<file path="src/rtl/load_read_unit.sv">
// Load read unit: accepts one load at a time, issues a word-aligned memory read,
// extracts and extends the addressed byte/halfword/word, and returns it over valid/ready.
module load_read_unit #(
   parameter int READ_LATENCY = 1,
   parameter int ADDR_W       = 32
) (
   input  logic              clk,
   input  logic              clr_n,
   input  logic              req_valid,
   output logic              req_ready,
   input  logic [ADDR_W-1:0] req_addr,
   input  logic [1:0]        req_size,
   input  logic              req_signed,
   output logic              mem_rd_en,
   output logic [ADDR_W-1:0] mem_addr,
   input  logic [31:0]       mem_rdata,
   output logic              rsp_valid,
   input  logic              rsp_ready,
   output logic [31:0]       rsp_data,
   output logic              rsp_err,
   output logic              busy
);

   typedef enum logic [1:0] {IDLE, WAIT, RESP} state_t;

   state_t      state;
   logic [1:0]  off_q;
   logic [1:0]  size_q;
   logic        signed_q;
   logic [3:0]  count;
   logic        misaligned;
   logic [7:0]  lane_byte;
   logic [15:0] lane_half;
   logic [31:0] ext_data;

   always_comb begin
      misaligned = 1'b0;
      case (req_size)
         2'b01:   misaligned = req_addr[0];
         2'b10:   misaligned = (req_addr[1:0] != 2'b00);
         2'b11:   misaligned = 1'b1;
         default: misaligned = 1'b0;
      endcase
   end

   // The read strobe is combinational so memory sees it in the acceptance cycle;
   // clr_n gating keeps it quiet while reset holds the FSM in IDLE.
   assign mem_rd_en = clr_n && (state == IDLE) && req_valid && !misaligned;
   assign mem_addr  = {req_addr[ADDR_W-1:2], 2'b00};

   always_comb begin
      lane_byte = mem_rdata[7:0];
      case (off_q)
         2'd0:    lane_byte = mem_rdata[7:0];
         2'd1:    lane_byte = mem_rdata[15:8];
         2'd2:    lane_byte = mem_rdata[23:16];
         default: lane_byte = mem_rdata[31:24];
      endcase
      lane_half = off_q[1] ? mem_rdata[31:16] : mem_rdata[15:0];
      case (size_q)
         2'b00:   ext_data = {{24{signed_q & lane_byte[7]}}, lane_byte};
         2'b01:   ext_data = {{16{signed_q & lane_half[15]}}, lane_half};
         default: ext_data = mem_rdata;
      endcase
   end

   always_ff @(posedge clk or negedge clr_n) begin
      if (!clr_n) begin
         state     <= IDLE;
         req_ready <= 1'b1;
         busy      <= 1'b0;
         rsp_valid <= 1'b0;
         rsp_err   <= 1'b0;
         rsp_data  <= 32'd0;
         off_q     <= 2'd0;
         size_q    <= 2'd0;
         signed_q  <= 1'b0;
         count     <= 4'd0;
      end else begin
         case (state)
            IDLE: begin
               if (req_valid) begin
                  off_q     <= req_addr[1:0];
                  size_q    <= req_size;
                  signed_q  <= req_signed;
                  req_ready <= 1'b0;
                  busy      <= 1'b1;
                  if (misaligned) begin
                     rsp_valid <= 1'b1;
                     rsp_err   <= 1'b1;
                     rsp_data  <= 32'd0;
                     state     <= RESP;
                  end else begin
                     count <= 4'(READ_LATENCY);
                     state <= WAIT;
                  end
               end
            end
            // Data is valid in the cycle the counter reaches 1.
            WAIT: begin
               count <= count - 4'd1;
               if (count == 4'd1) begin
                  rsp_data  <= ext_data;
                  rsp_err   <= 1'b0;
                  rsp_valid <= 1'b1;
                  state     <= RESP;
               end
            end
            RESP: begin
               if (rsp_ready) begin
                  rsp_valid <= 1'b0;
                  busy      <= 1'b0;
                  req_ready <= 1'b1;
                  state     <= IDLE;
               end
            end
            default: begin
               state     <= IDLE;
               req_ready <= 1'b1;
               busy      <= 1'b0;
               rsp_valid <= 1'b0;
            end
         endcase
      end
   end

endmodule

</file>
<file path="config.mk">
export PLATFORM = sky130hd
export DESIGN_NAME = load_read_unit
export DESIGN_NICKNAME = d
export VERILOG_FILES = /design/src/rtl/load_read_unit.sv
export SDC_FILE = /design/constraint.sdc
export NUM_CORES = 1
export LEC_CHECK = 0
export CAP_MARGIN = 20
export CORE_ASPECT_RATIO = 0.9
export CORE_UTILIZATION = 30
export DETAILED_ROUTE_END_ITERATION = 8
export HOLD_SLACK_MARGIN = 0.12
export PLACE_DENSITY_LB_ADDON = 0.05
export SYNTH_ARGS = -nofsm -noshare
export SYNTH_HDL_FRONTEND = slang
export SYNTH_SLANG_ARGS = --single-unit
</file>
<file path="constraint.sdc">
create_clock -name clk -period 2.91 [get_ports clk]
set_input_delay 0.291 -clock clk [delete_from_list [all_inputs] [get_ports clk]]
set_output_delay 0.291 -clock clk [all_outputs]
set_load 0.05 [all_outputs]
</file>
Word-level counts from Yosys, hierarchy flattened
Cells that the tools add are included.
{"block": "totals", "word_cells": 71, "register_bits": 47, "mem_bits_ro": 0, "input_bits": 71, "latchBits": 0, "out_inout_bits": 69, "n_memories": 0, "ramBits": 0}
{"block": "op_classes", "n_bitwise": 3, "shift": 0, "n_addsub": 1, "n_mux": 28, "n_eq_ne": 14, "order_cmp": 0, "div_mod_pow": 0, "multipliers": 0, "n_reduce_logical": 15}
{"op": "32-bit one-hot mux with 2 select lines", "count": 2}
{"op": "32-bit two-way mux", "count": 3}
{"op": "8-bit one-hot mux with 3 select lines", "count": 1}
{"op": "16-bit two-way mux", "count": 1}
{"op": "1-bit one-hot mux with 3 select lines", "count": 4}
{"op": "2-bit inequality test (second input constant)", "count": 5}
{"op": "3-bit AND reduction", "count": 3}
{"op": "2-bit by 1-bit == test with 1-bit output (second input constant)", "count": 4}
{"op": "2-bit == test (second input constant)", "count": 4}
{"op": "1-bit two-way mux", "count": 8}
{"op": "2-bit two-way mux", "count": 4}
{"op": "4-bit two-way mux", "count": 2}
{"op": "4-bit one-hot mux with 2 select lines", "count": 1}
{"op": "4-bit AND reduction", "count": 2}
{"op": "2-bit zero test", "count": 3}
{"op": "2-bit one-hot mux with 3 select lines", "count": 1}
{"op": "4-bit by 1-bit == test with 1-bit output (second input constant)", "count": 1}
{"op": "2-bit nonzero test", "count": 2}
{"op": "4-bit by 1-bit subtractor with 4-bit output (second input constant)", "count": 1}
{"op": "1-bit logical AND", "count": 3}
{"op": "1-bit AND", "count": 2}
{"op": "1-bit one-hot mux with 2 select lines", "count": 1}
{"op": "2-bit AND reduction", "count": 1}
{"op": "1-bit zero test", "count": 1}
{"op": "1-bit NOT", "count": 1}

Depth between registers and ports, before layout
Gate-level depths: netlist of the first run.
{"block": "depth", "ltp_word": 6, "mapped_depth": 8, "mapped_depth_nobuf": 6}

Worst setup path after synthesis of the first run
Ideal clock, no wire load.
{"block": "synth_timing", "path_kind": "reg2reg", "startpoint": "register count[1]", "endpoint": "register rsp_data[16]", "period_less_slack_ps": 2000, "path_buffers": 2, "setup_ps": 126, "t_arrival_ps": 1874, "stages_incl_launch_ff": 9, "required_ps": 2784, "setup_slack_ps": 910, "path_cell_list": "dfrtp_1 inv_1 ha_1 or3b_1 or2_4 and2_4 buf_6 buf_6 a221o_1"}
{"block": "synth_between", "elab_chain_cells": 3}
{"item": "start, declared", "line": "30", "rtl": "logic [3:0] count;"}
{"item": "start signal, assigned", "line": "94", "rtl": "count <= 4'(READ_LATENCY);"}
{"item": "start signal, assigned", "line": "101", "rtl": "count <= count - 4'd1;"}
{"item": "4-bit by 1-bit == test with 1-bit output", "line": "102", "rtl": "if (count == 4'd1) begin"}
{"item": "2-bit inequality test (no line)"}
{"item": "4-bit AND reduction (no line)"}
{"item": "end signal, assigned", "line": "103", "rtl": "rsp_data <= ext_data;"}
{"item": "end, declared", "line": "19", "rtl": "output logic [31:0] rsp_data,"}
No other way between the ends.
A chain may end at the register's enable or synchronous reset.

Worst setup path in the final report of the first run
{"block": "layout_timing", "startpoint": "register off_q[1]", "endpoint": "register rsp_data[2]"}
{"block": "layout_between", "elab_chain_cells": 5, "elab_cells_between_ends": 8, "cone_classes": "eq/ne (2); mux (5); reduce/logical (1)"}
{"item": "start, declared", "line": "27", "rtl": "logic [1:0] off_q;"}
{"item": "start signal, assigned", "line": "83", "rtl": "off_q <= req_addr[1:0];"}
{"item": "2-bit == test (tied with other cells)", "line": "53", "rtl": "case (off_q)"}
{"item": "8-bit one-hot mux with 3 select lines", "line": "53"}
{"item": "32-bit one-hot mux with 2 select lines (*)", "line": "60", "rtl": "case (size_q)"}
{"item": "32-bit two-way mux (*)", "line": "102"}
{"item": "32-bit one-hot mux with 2 select lines (*)", "line": "80", "rtl": "case (state)"}
Every way passes the cells marked *; elsewhere a longest branch is shown, timed or not. The select of a mux whose other input is x is not followed.

==> results of run 1 <==
[per-layer routing]
| layer | vias to the layer above | part of all wire (%) | track usage, % |
|---|---|---|---|
| met4 | 0 | 1.2 | 4.40 |
| li1 | 985 | - | - |
| met5 | - | 0 | 0 |
| met2 | 77 | 43 | 24.0 |
| met1 | 1003 | 50 | 23.8 |
| met3 | 20 | 5.4 | 3.51 |
[logic make-up after synthesis]
family / Yosys count
AOI/OAI and AO/OA: 68
buffers and inverters: 62
other: 1
muxes: 25
adders and majority gates: 2
and+or+nand+nor: 53
xor gates and xnor gates: 1
DFF: 47
[final cells by class]
type                    instances  area share [%]
inverters                      12            1.32
multi-input cells             151            33.4
well taps                     119            4.35
flip-flops and latches         47            34.4
clock buffers                   8            2.93
repair buffers                 83            23.6
[cells in the mapped netlist, drive strengths merged]
cell,number
and2,2
a221o,17
ha,2
dfrtp,46
or3b,2
nand2b,4
a22oi,1
a21o,8
mux2i,8
a22o,4
o21bai,1
nor3b,3
o2bb2ai,2
a21boi,1
nor2,6
o22ai,1
a2111oi,1
nand3,1
xor2,1
nand3b,2
inv,12
or3,3
nor3,2
a31o,1
dfstp,1
and3,1
mux2,17
a221oi,10
or2,1
a21oi,10
and3b,1
clkbuf,8
conb,1
nand2,22
o21ai,11
buf,42
nor2b,3
[final timing paths]
check                          endpoint  slack [ns]  cells after the start
max reg2reg                 rsp_data[2]        0.79                      4
min in group clk           rsp_data[10]        0.48                      1
max in group asynchronous  rsp_data[11]        2.33                      2
max                         rsp_data[2]        0.79                      4
min                         rsp_data[7]        0.15                      2
min reg2reg                rsp_data[10]        0.48                      1
[through the flow]
step / std cells / cell area (sq um) / hold slack, ns / power, mW
after floorplan: 260 / 2710 / -0.00459 / 2.73
after global placement: 412 / 3320 / 0.472 / 3.29
after detailed placement: 412 / 3320 / 0.470 / 3.29
after CTS: 420 / 3420 / 0.165 / 3.74
after global routing: 420 / 3420 / 0.196 / 3.92
final: 420 / 3420 / 0.150 / 3.69
[state kept, by name (all words and copies together) (netlist names)]
name       cells
busy           1
count          4
off_q          2
req_ready      1
rsp_data      32
rsp_err        1
rsp_valid      1
signed_q       1
size_q         2
state          2
[power by group through the flow]
stage               Combinational (mW)  Clock, mW  Sequential [mW]
CTS                               2.09      0.456             1.19
global route                      2.21      0.481             1.23
global placement                  2.08          0             1.21
floorplan                         1.05          0             1.67
detailed placement                2.08          0             1.20
finish                            2.06      0.437             1.19
[worst max-delay path: stages (launching register included)]
cell and delay (ns):
sky130_fd_sc_hd__dfrtp_1 0.81, sky130_fd_sc_hd__nand2b_1 0.43, sky130_fd_sc_hd__mux2i_1 0.37, sky130_fd_sc_hd__a21oi_1 0.11, sky130_fd_sc_hd__mux2_1 0.28
==> impl_results.md, run 1 <==
- Outcome: completed
- Post-layout util: 39.6%
- Post-synthesis average cell area: 10.4 sq um
- Slew margin rel.: 52.3%
- Min-delay worst type: input port to asynchronous set/reset pin
- Actual transition at the worst max-transition pin: 0.716 ns
- Power per standard cell area: 1080 nW/um^2
- Worst IR drop on VDD: 0.000447 V
- Die width: 102 microns
- Fillers: 871
- Net switching power: 1.75 mW
- Number of antenna violations at the first check in global routing: 0
- Largest fanout of any net on the critical path: 19
- Dominant cells by area after synthesis: sky130_fd_sc_hd__dfrtp_1, sky130_fd_sc_hd__buf_4, sky130_fd_sc_hd__a221o_1, sky130_fd_sc_hd__mux2_2, sky130_fd_sc_hd__a221oi_1
- CTS hold repair buffers: 0
- Peak clock frequency supported by timing: 471 MHz
- DR iter-0 viols: 55
- Final-report setup violation count: 0
- Category of the worst setup path capture point: flop
- Data arrival time of the worst path: 2.31 ns
- Setup Skew: 0.00652 ns
- Top cell type's share of synthesized area: 42.6%
- Setup crit start: off_q[1]
- Total internal power: 1.94 mW
- Leak: 1.55 nW
- H-Tree Depth: 2
- Footprint of the multi-input gates: 1140 sq um
- Power share of the clock group: 11.8%
- Total DRC errors in the routed layout: 0
- Combinational family with the most area after synthesis: compound AO/OA/AOI/OAI gates
- Clock slew seen by the registers of the worst setup and hold paths: 0.09 ns
- Most frequent cells in the layout: sky130_fd_sc_hd__clkdlybuf4s50_1, sky130_fd_sc_hd__dfrtp_1, sky130_fd_sc_hd__nand2_1, sky130_fd_sc_hd__a221o_1
- Die Y-Extent: 92.0 microns
- Router iterations before antenna repair: 4
- Mux contribution to synthesized area: 10.1%
- Pin count of the biggest net entering global routing: 48
- Post-Synth Simple-Gate Area: 10.7%
- R2R Path Start: off_q[1]
- Core area: 8650 sq um
- Area growth from synthesis to layout: 26.6%
- Sequential cell area fraction in the yosys report: 43.6%
- Total via count after detailed routing: 2085
- Total CTS buffers: 5
- Flop and latch count out of synthesis: 47
- Mean number of vias per cell: 4.96
- Clock sink count: 47
- RSZ-0062 raised after global routing: false
- Cells after Synth: 259
- Final slew viol count: 0
- Combinational share of power: 55.9%
- Via count of the first global-routing pass: 2064
- # nets final: 373
- Port Buffer Count: 77
- Boundary Pins: 140
- Adder-Cell Fraction of Synth Area: 0.926%
- Unique cell type count in the Yosys netlist: 42
- Post-synthesis cell type with the largest combined area: sky130_fd_sc_hd__dfrtp_1
- Sequential cell fraction of total power: 32.2%
- Pre-CTS setup slack: 0.641 ns
- Initial core utilization: 31.2%
- Switching share of power: 47.4%
- Remaining Overflow, GRT: 0
- Number of hold-slack violations in the final timing report: 0
- Cts repair resizes: 0
- Clock tree from TritonCTS: yes
- Latest clock arrival within the worst-skew pair: 0.30 ns
- Crit path setup slack, layout: 0.786 ns
- Drt total wl: 7450 microns
- Synth Area in XOR/XNOR: 0.324%
- Critical setup path kind: flop to flop
- Synthesized cell area: 2700 sq um
- Post-CTS Repair Setup Buffers: 0
- Final critical-path required period: 2.12 ns
- Core Rows: 32
- Final Cycle Share: 73.0%
- Global routing usage summed across all routing layers: 16.2%
- Most common library cell in the layout ignoring fill and taps: sky130_fd_sc_hd__clkdlybuf4s50_1
- Share of the synthesized area in compound gates (AO/OA/AOI/OAI): 20.0%
- Yosys warning count: 0
- Count of maximum capacitance violations: 0
- Fraction of final layout cells sized beyond drive strength 1: 11.0%
- Required time of the critical path: 3.09 ns
- Post-detailed-route wirelength per cell: 17.7 microns
- First-pass GRT wire length: 11400 microns
- Cell at the root of the clock tree: sky130_fd_sc_hd__clkbuf_8
- Number of antenna repair diodes: 0
- DIE AREA: 9390 sq um
- Clk buf depth: 2
- Placer Congestion: 0.725
- Post-detailed-placement half-perimeter wirelength: 5300 microns
- DRT antenna net count: 0
- Kind of launch point of the worst setup path: flop
- Seq. cell area: 1180 sq um
- Sum of negative setup slack: 0 ns
Power figures use the tool's default switching activity.
==> run 2, diff against run 1 <==
==> constraint.sdc (replaced) <==
create_clock -name clk -period 2.1 [get_ports clk]
set_input_delay 0.21 -clock clk [delete_from_list [all_inputs] [get_ports clk]]
set_output_delay 0.21 -clock clk [all_outputs]
set_load 0.05 [all_outputs]
==> impl_results.md, run 2 (synthesis gave the netlist of run 1 again) <==
- Required time of the critical path: 2.29 ns (was 3.09 ns)
- Number of antenna repair diodes: 0 (unchanged)
- Slew margin rel.: 57.7% (was 52.3%)
- Fraction of final layout cells sized beyond drive strength 1: 18.7% (was 11.0%)
- Clock tree from TritonCTS: yes (unchanged)
- Fillers: 880 (was 871)
- Post-detailed-route wirelength per cell: 17.4 microns (was 17.7 microns)
- Cell at the root of the clock tree: sky130_fd_sc_hd__clkbuf_8 (unchanged)
- Power share of the clock group: 12.8% (was 11.8%)
- Combinational share of power: 59.5% (was 55.9%)
- Critical setup path kind: flop to flop (unchanged)
- Data arrival time of the worst path: 2.21 ns (was 2.31 ns)
- Final slew viol count: 0 (unchanged)
- Met3 WL post-DR: 390 microns (was 401 microns)
- Router iterations before antenna repair: 4 (unchanged)
- Port Buffer Count: 77 (unchanged)
- DR iter-0 viols: 93 (was 55)
- Global routing usage summed across all routing layers: 16.8% (was 16.2%)
- Category of the worst setup path capture point: flop (unchanged)
- Total via count after detailed routing: 2171 (was 2085)
- Largest fanout of any net on the critical path: 13 (was 19)
- First-pass GRT wire length: 12000 microns (was 11400 microns)
- Seq. cell area: 1180 sq um (unchanged)
- Pin count of the biggest net entering global routing: 48 (unchanged)
- Die Y-Extent: 92.0 microns (unchanged)
- Mean number of vias per cell: 4.87 (was 4.96)
- DIE AREA: 9390 sq um (unchanged)
- Total DRC errors in the routed layout: 0 (unchanged)
- Sum of negative setup slack: 0 ns (unchanged)
- Number of antenna violations at the first check in global routing: 0 (unchanged)
- Min-delay worst type: input port to output port (was input port to asynchronous set/reset pin)
- Total internal power: 3.00 mW (was 1.94 mW)
- Top flop regs: rsp_data x32, count x4 (unchanged)
- Clock sink count: 47 (unchanged)
- Most common library cell in the layout ignoring fill and taps: sky130_fd_sc_hd__clkdlybuf4s50_1 (unchanged)
- Clk buf depth: 2 (unchanged)
- DRT antenna net count: 0 (unchanged)
- Count of maximum capacitance violations: 0 (unchanged)
- Final critical-path required period: 2.02 ns (was 2.12 ns)
- Sequential cell fraction of total power: 27.7% (was 32.2%)
- Total CTS buffers: 5 (unchanged)
- Peak clock frequency supported by timing: 494 MHz (was 471 MHz)
- Switching share of power: 45.4% (was 47.4%)
- Core Rows: 32 (unchanged)
- Outcome: completed (unchanged)
- Post-detailed-placement half-perimeter wirelength: 5570 microns (was 5300 microns)
- Die width: 102 microns (unchanged)
- H-Tree Depth: 2 (unchanged)
- Worst IR drop on VDD: 0.000687 V (was 0.000447 V)
- Drt total wl: 7770 microns (was 7450 microns)
- Initial core utilization: 31.2% (unchanged)
- Kind of launch point of the worst setup path: flop (unchanged)
- Final-report setup violation count: 0 (unchanged)
- Area growth from synthesis to layout: 35.8% (was 26.6%)
- Placer Congestion: 0.783 (was 0.725)
- Largest reg by FF count: rsp_data (unchanged)
- Actual transition at the worst max-transition pin: 0.634 ns (was 0.716 ns)
- Final Cycle Share: 96.4% (was 73.0%)
- Via count of the first global-routing pass: 2191 (was 2064)
- Net switching power: 2.50 mW (was 1.75 mW)
- Clock slew seen by the registers of the worst setup and hold paths: 0.09 ns (about the same)
- Remaining Overflow, GRT: 0 (unchanged)
- # nets final: 399 (was 373)
- Boundary Pins: 140 (unchanged)
- Setup Skew: 0.00988 ns (was 0.00652 ns)
- RSZ-0062 raised after global routing: true (was false)
- Flip-flop count of the largest register, all copies and words added: 32 (unchanged)
- Uppermost signal routing layer after detailed routing: met4 (unchanged)
- Footprint of the multi-input gates: 1160 sq um (was 1140 sq um)
- Wire length on met1: 3810 microns (was 3760 microns)
- Power per standard cell area: 1500 nW/um^2 (was 1080 nW/um^2)
- Post-layout util: 42.4% (was 39.6%)
- Latest clock arrival within the worst-skew pair: 0.30 ns (about the same)
- Met2 wire len: 3490 microns (was 3200 microns)
- Number of hold-slack violations in the final timing report: 0 (unchanged)
- Most frequent cells in the layout: sky130_fd_sc_hd__clkdlybuf4s50_1, sky130_fd_sc_hd__dfrtp_1, sky130_fd_sc_hd__buf_4, sky130_fd_sc_hd__nand2_1, sky130_fd_sc_hd__a221o_1 (was sky130_fd_sc_hd__clkdlybuf4s50_1, sky130_fd_sc_hd__dfrtp_1, sky130_fd_sc_hd__nand2_1, sky130_fd_sc_hd__a221o_1)
- Leak: 1.69 nW (was 1.55 nW)
- Core area: 8650 sq um (unchanged)
## run 2: cell types whose count changed in the layout (fill, tap and decap cells not counted), sizes merged
cell and change:
and2 +1, dlygate4sd3 +1, buf +24, clkbuf -2
clkinv +1, bufinv +1
## run 2: power groups by stage
stage / sequential, mW / combinational (mW) / clock [mW]
2_1_floorplan: 2.32 / 1.46 / 0
3_5_place_dp: 1.55 / 3.26 / 0
3_3_place_gp: 1.55 / 3.25 / 0
4_1_cts: 1.53 / 3.27 / 0.732
6_report: 1.52 / 3.27 / 0.704
5_1_grt: 1.58 / 3.52 / 0.768
## run 2: final timing paths
kind	start	endpoint	slack, ns	cells after the start
worst max-delay path	count[1]	rsp_data[20]	0.08	7
worst min-delay path	req_addr[14]	mem_addr[14]	0.42	0
worst max register to register	count[1]	rsp_data[20]	0.08	7
worst min register to register	rsp_data[10]	rsp_data[10]	0.48	1
max in group asynchronous	clr_n	rsp_data[5]	1.04	3
min in group asynchronous	clr_n	rsp_data[21]	0.63	3
## run 2: final cells by class
cell class	count	area share, %
clock inverter	2	0.955
inverter	12	1.23
tap	119	4.06
timing repair buffer	108	27.9
clock buffer	6	2.25
sequential	47	32.1
multi-input combinational	152	31.5
## run 2: critical path, stage by stage (launching register included)
cell                      delay (ns)
sky130_fd_sc_hd__dfrtp_1        0.38
sky130_fd_sc_hd__inv_1          0.07
sky130_fd_sc_hd__ha_1           0.13
sky130_fd_sc_hd__or3b_1         0.36
sky130_fd_sc_hd__or2_4          0.26
sky130_fd_sc_hd__buf_4          0.16
sky130_fd_sc_hd__and2_4         0.19
sky130_fd_sc_hd__a221o_1        0.36
## run 2: what timing repair did
action                     4_1_cts  5_1_grt
setup endpoints to repair       16       26
setup buffers                    2        0
hold endpoints to repair        46        0
cloned                           0        1
resized for setup                0        3
pin swaps                        1        3
hold buffers                     1        0
## run 2: routing by layer
metal  up-vias  track usage, %
li1       1030               -
met1      1044            24.7
met2        81            25.2
met3        16            3.35
met4         0            4.05
met5         -               0
## run 2: stage by stage
stage          area, sq um  hold slack [ns]  cells  worst slack, ns  total power, mW
5_1_grt               3670            0.420    446         -0.00317             5.87
3_3_place_gp          3510            0.420    434           -0.169             4.81
6_report              3670            0.420    446           0.0750             5.50
3_5_place_dp          3510            0.420    434           -0.206             4.80
4_1_cts               3650            0.420    445          0.00121             5.53
2_1_floorplan         2710          -0.0856    260           0.0999             3.78
==> run 3, diff against run 2 <==
--- a/config.mk
+++ b/config.mk
@@ -10,7 +10,8 @@
 export CORE_UTILIZATION = 30
 export DETAILED_ROUTE_END_ITERATION = 8
 export HOLD_SLACK_MARGIN = 0.12
-export PLACE_DENSITY_LB_ADDON = 0.05
+export PLACE_DENSITY = 0.75
+export RECOVER_POWER = 50
 export SYNTH_ARGS = -nofsm -noshare
 export SYNTH_HDL_FRONTEND = slang
 export SYNTH_SLANG_ARGS = --single-unit
==> impl_results.md, run 3 (synthesis gave the netlist of run 1 again) <==
- Outcome: completed (unchanged)
- Placed cell area: 3410 sq um (was 3510 sq um)
- R2R Path Start: count[1] (unchanged)
- Port Buffer Count: 77 (unchanged)
- Tot Pwr: 5.36 mW (was 5.50 mW)
- First-pass GRT wire length: 11500 microns (was 12000 microns)
- Kind of launch point of the worst setup path: flop (unchanged)
- Seq. cell area: 1180 sq um (unchanged)
- Top flop regs: rsp_data x32, count x4 (unchanged)
- Total DRC errors in the routed layout: 0 (unchanged)
- DIE AREA: 9390 sq um (unchanged)
- Total CTS buffers: 5 (unchanged)
- Post-layout util: 41.1% (was 42.4%)
- Setup crit start: state[1] (was count[1])
- Area growth from synthesis to layout: 31.6% (was 35.8%)
- Number of hold-slack violations in the final timing report: 0 (unchanged)
- Core Rows: 32 (unchanged)
- Router iterations before antenna repair: 4 (unchanged)
- Number of antenna violations at the first check in global routing: 0 (unchanged)
- Latest clock arrival within the worst-skew pair: 0.31 ns (was 0.30 ns)
- Footprint of the multi-input gates: 1140 sq um (was 1160 sq um)
- Critical setup path kind: flop to output port (was flop to flop)
- Total via count after detailed routing: 2142 (was 2171)
- DR iter-0 viols: 102 (was 93)
- Via count of the first global-routing pass: 2204 (was 2191)
- Crit-path max cell delay: 0.38 ns (about the same)
- Actual transition at the worst max-transition pin: 1.16 ns (was 0.634 ns)
- Cell-by-cell listing of the critical path: buf_4 > nor3b_4 > clkbuf_1 > and3_1 > buf_12 (was inv_1 > ha_1 > or3b_1 > or2_4 > buf_4 > and2_4 > a221o_1)
- Number of non-filler instances in the completed layout: 432 (was 446)
- Clock tree from TritonCTS: yes (unchanged)
- Peak clock frequency supported by timing: 498 MHz (was 494 MHz)
- Design area: 3560 sq um (was 3670 sq um)
- DRT antenna net count: 0 (unchanged)
- Pin count of the biggest net entering global routing: 48 (unchanged)
- Critical-path cell with the highest stage delay: sky130_fd_sc_hd__dfrtp_1 (unchanged)
- Flip-flop count of the largest register, all copies and words added: 32 (unchanged)
- Leak: 1.61 nW (was 1.69 nW)
- Slew margin rel.: 22.9% (was 57.7%)
- # nets final: 385 (was 399)
- Placer Congestion: 0.777 (was 0.783)
- Largest reg by FF count: rsp_data (unchanged)
- Data arrival time of the worst path: 1.80 ns (was 2.21 ns)
- Cell at the root of the clock tree: sky130_fd_sc_hd__clkbuf_8 (unchanged)
- Global routing usage summed across all routing layers: 16.2% (was 16.8%)
- Mean number of vias per cell: 4.96 (was 4.87)
- Core area: 8650 sq um (unchanged)
- Most frequent cells in the layout: sky130_fd_sc_hd__clkdlybuf4s50_1, sky130_fd_sc_hd__dfrtp_1, sky130_fd_sc_hd__nand2_1, sky130_fd_sc_hd__a221o_1, sky130_fd_sc_hd__buf_4 (was sky130_fd_sc_hd__clkdlybuf4s50_1, sky130_fd_sc_hd__dfrtp_1, sky130_fd_sc_hd__buf_4, sky130_fd_sc_hd__nand2_1, sky130_fd_sc_hd__a221o_1)
- Clock sink count: 47 (unchanged)
- H-Tree Depth: 2 (unchanged)
- Post-detailed-route wirelength per cell: 16.9 microns (was 17.4 microns)
- Fillers: 853 (was 880)
- Number of antenna repair diodes: 0 (unchanged)
- Die Y-Extent: 92.0 microns (unchanged)
- Worst IR drop on VDD: 0.000571 V (was 0.000687 V)
- Fraction of final layout cells sized beyond drive strength 1: 13.7% (was 18.7%)
- Drt total wl: 7280 microns (was 7770 microns)
- Largest fanout of any net on the critical path: 9 (was 13)
- RSZ-0062 raised after global routing: true (unchanged)
- Clock slew seen by the registers of the worst setup and hold paths: 0.09 ns (about the same)
- Initial core utilization: 31.2% (unchanged)
- Post-detailed-placement half-perimeter wirelength: 5670 microns (was 5570 microns)
- Count of maximum capacitance violations: 0 (unchanged)
- Boundary Pins: 140 (unchanged)
- Category of the worst setup path capture point: output port (was flop)
- Power per standard cell area: 1510 nW/um^2 (was 1500 nW/um^2)
- Final Cycle Share: 95.7% (was 96.4%)
- Clk buf depth: 2 (unchanged)
- Min-delay worst type: input port to output port (unchanged)
- Min-delay src: req_addr[17] (was req_addr[14])
- Die width: 102 microns (unchanged)
- Final critical-path required period: 2.01 ns (was 2.02 ns)
- Final slew viol count: 0 (unchanged)
- Final hold slack: 0.420 ns (unchanged)
- Placed Cells incl. Taps: 422 (was 434)
- Remaining Overflow, GRT: 0 (unchanged)
- Required time of the critical path: 1.89 ns (was 2.29 ns)
- Final-report setup violation count: 0 (unchanged)
- Most common library cell in the layout ignoring fill and taps: sky130_fd_sc_hd__clkdlybuf4s50_1 (unchanged)
- Setup Skew: 0.0118 ns (was 0.00988 ns)
## run 3: changes by cell type in the layout (fill, tap and decap cells not counted)
cell / delta
sky130_fd_sc_hd__a221oi_2: -1
sky130_fd_sc_hd__clkbuf_1: +2
sky130_fd_sc_hd__clkbuf_2: +1
sky130_fd_sc_hd__inv_6: +1
sky130_fd_sc_hd__and2_1: +1
sky130_fd_sc_hd__a221oi_1: +1
sky130_fd_sc_hd__and2_2: -1
sky130_fd_sc_hd__buf_6: +1
sky130_fd_sc_hd__buf_2: -1
sky130_fd_sc_hd__buf_4: -16
sky130_fd_sc_hd__and2_4: -1
sky130_fd_sc_hd__clkinv_2: -1
## run 3: path summary, 6_finish.rpt
kind	slack, ns	depth (start not counted)	end
setup / recovery	0.09	5	mem_rd_en
hold / removal	0.42	0	mem_addr[17]
setup reg to reg	0.10	6	rsp_data[16]
hold reg to reg	0.48	2	rsp_valid
max in group asynchronous	0.42	3	state[0]
min in group asynchronous	0.96	3	rsp_data[5]
## run 3: layer usage
metal | part of all wire [%] | vias to the layer above | routed length [microns] | GRT usage, %
met5 | 0 | - | 0 | 0
met3 | 7.1 | 11 | 516 | 4.42
met2 | 47 | 67 | 3450 | 26.0
met4 | 1.1 | 0 | 77 | 4.05
met1 | 44 | 1066 | 3240 | 21.4
li1 | - | 998 | - | -
## run 3: critical path: cells and delay by family (launching register included)
| family | cells | cell delay (ns) |
|---|---|---|
| buffers and inverters | 3 | 0.64 |
| flip-flops | 1 | 0.38 |
| AND/OR/NAND/NOR | 2 | 0.48 |
## run 3: area by class of cell
type                    count  area share, %
well taps                 119           4.19
repair buffers             95           25.9
clock buffers               6           2.32
multi-input cells         151           32.1
inverters                  12           1.27
clock inverters             2           1.09
flip-flops and latches     47           33.1
## run 3: repair_timing
| item | 4_1_cts | 5_1_grt |
|---|---|---|
| gates resized for setup | 0 | 1 |
| buffers inserted | 1 | 0 |
| endpoints found under the hold margin | 46 | 0 |
| pin swaps | 1 | 0 |
| hold buffers | 1 | 0 |
| setup endpoints to repair | 16 | 2 |
## run 3: stage by stage
step	TNS, ns	setup WS (ns)
detailed placement	-1.93	-0.146
global route	-0.00194	-0.00186
global placement	-0.528	-0.0351
floorplan	0	0.0999
CTS	0	0.0862
finish	0	0.0902
## run 3: where the power goes
group / switching (mW) / internal, mW
combinational: 1.84 / 1.23
clock: 0.321 / 0.392
sequential: 0.309 / 1.26
total: 2.47 / 2.89
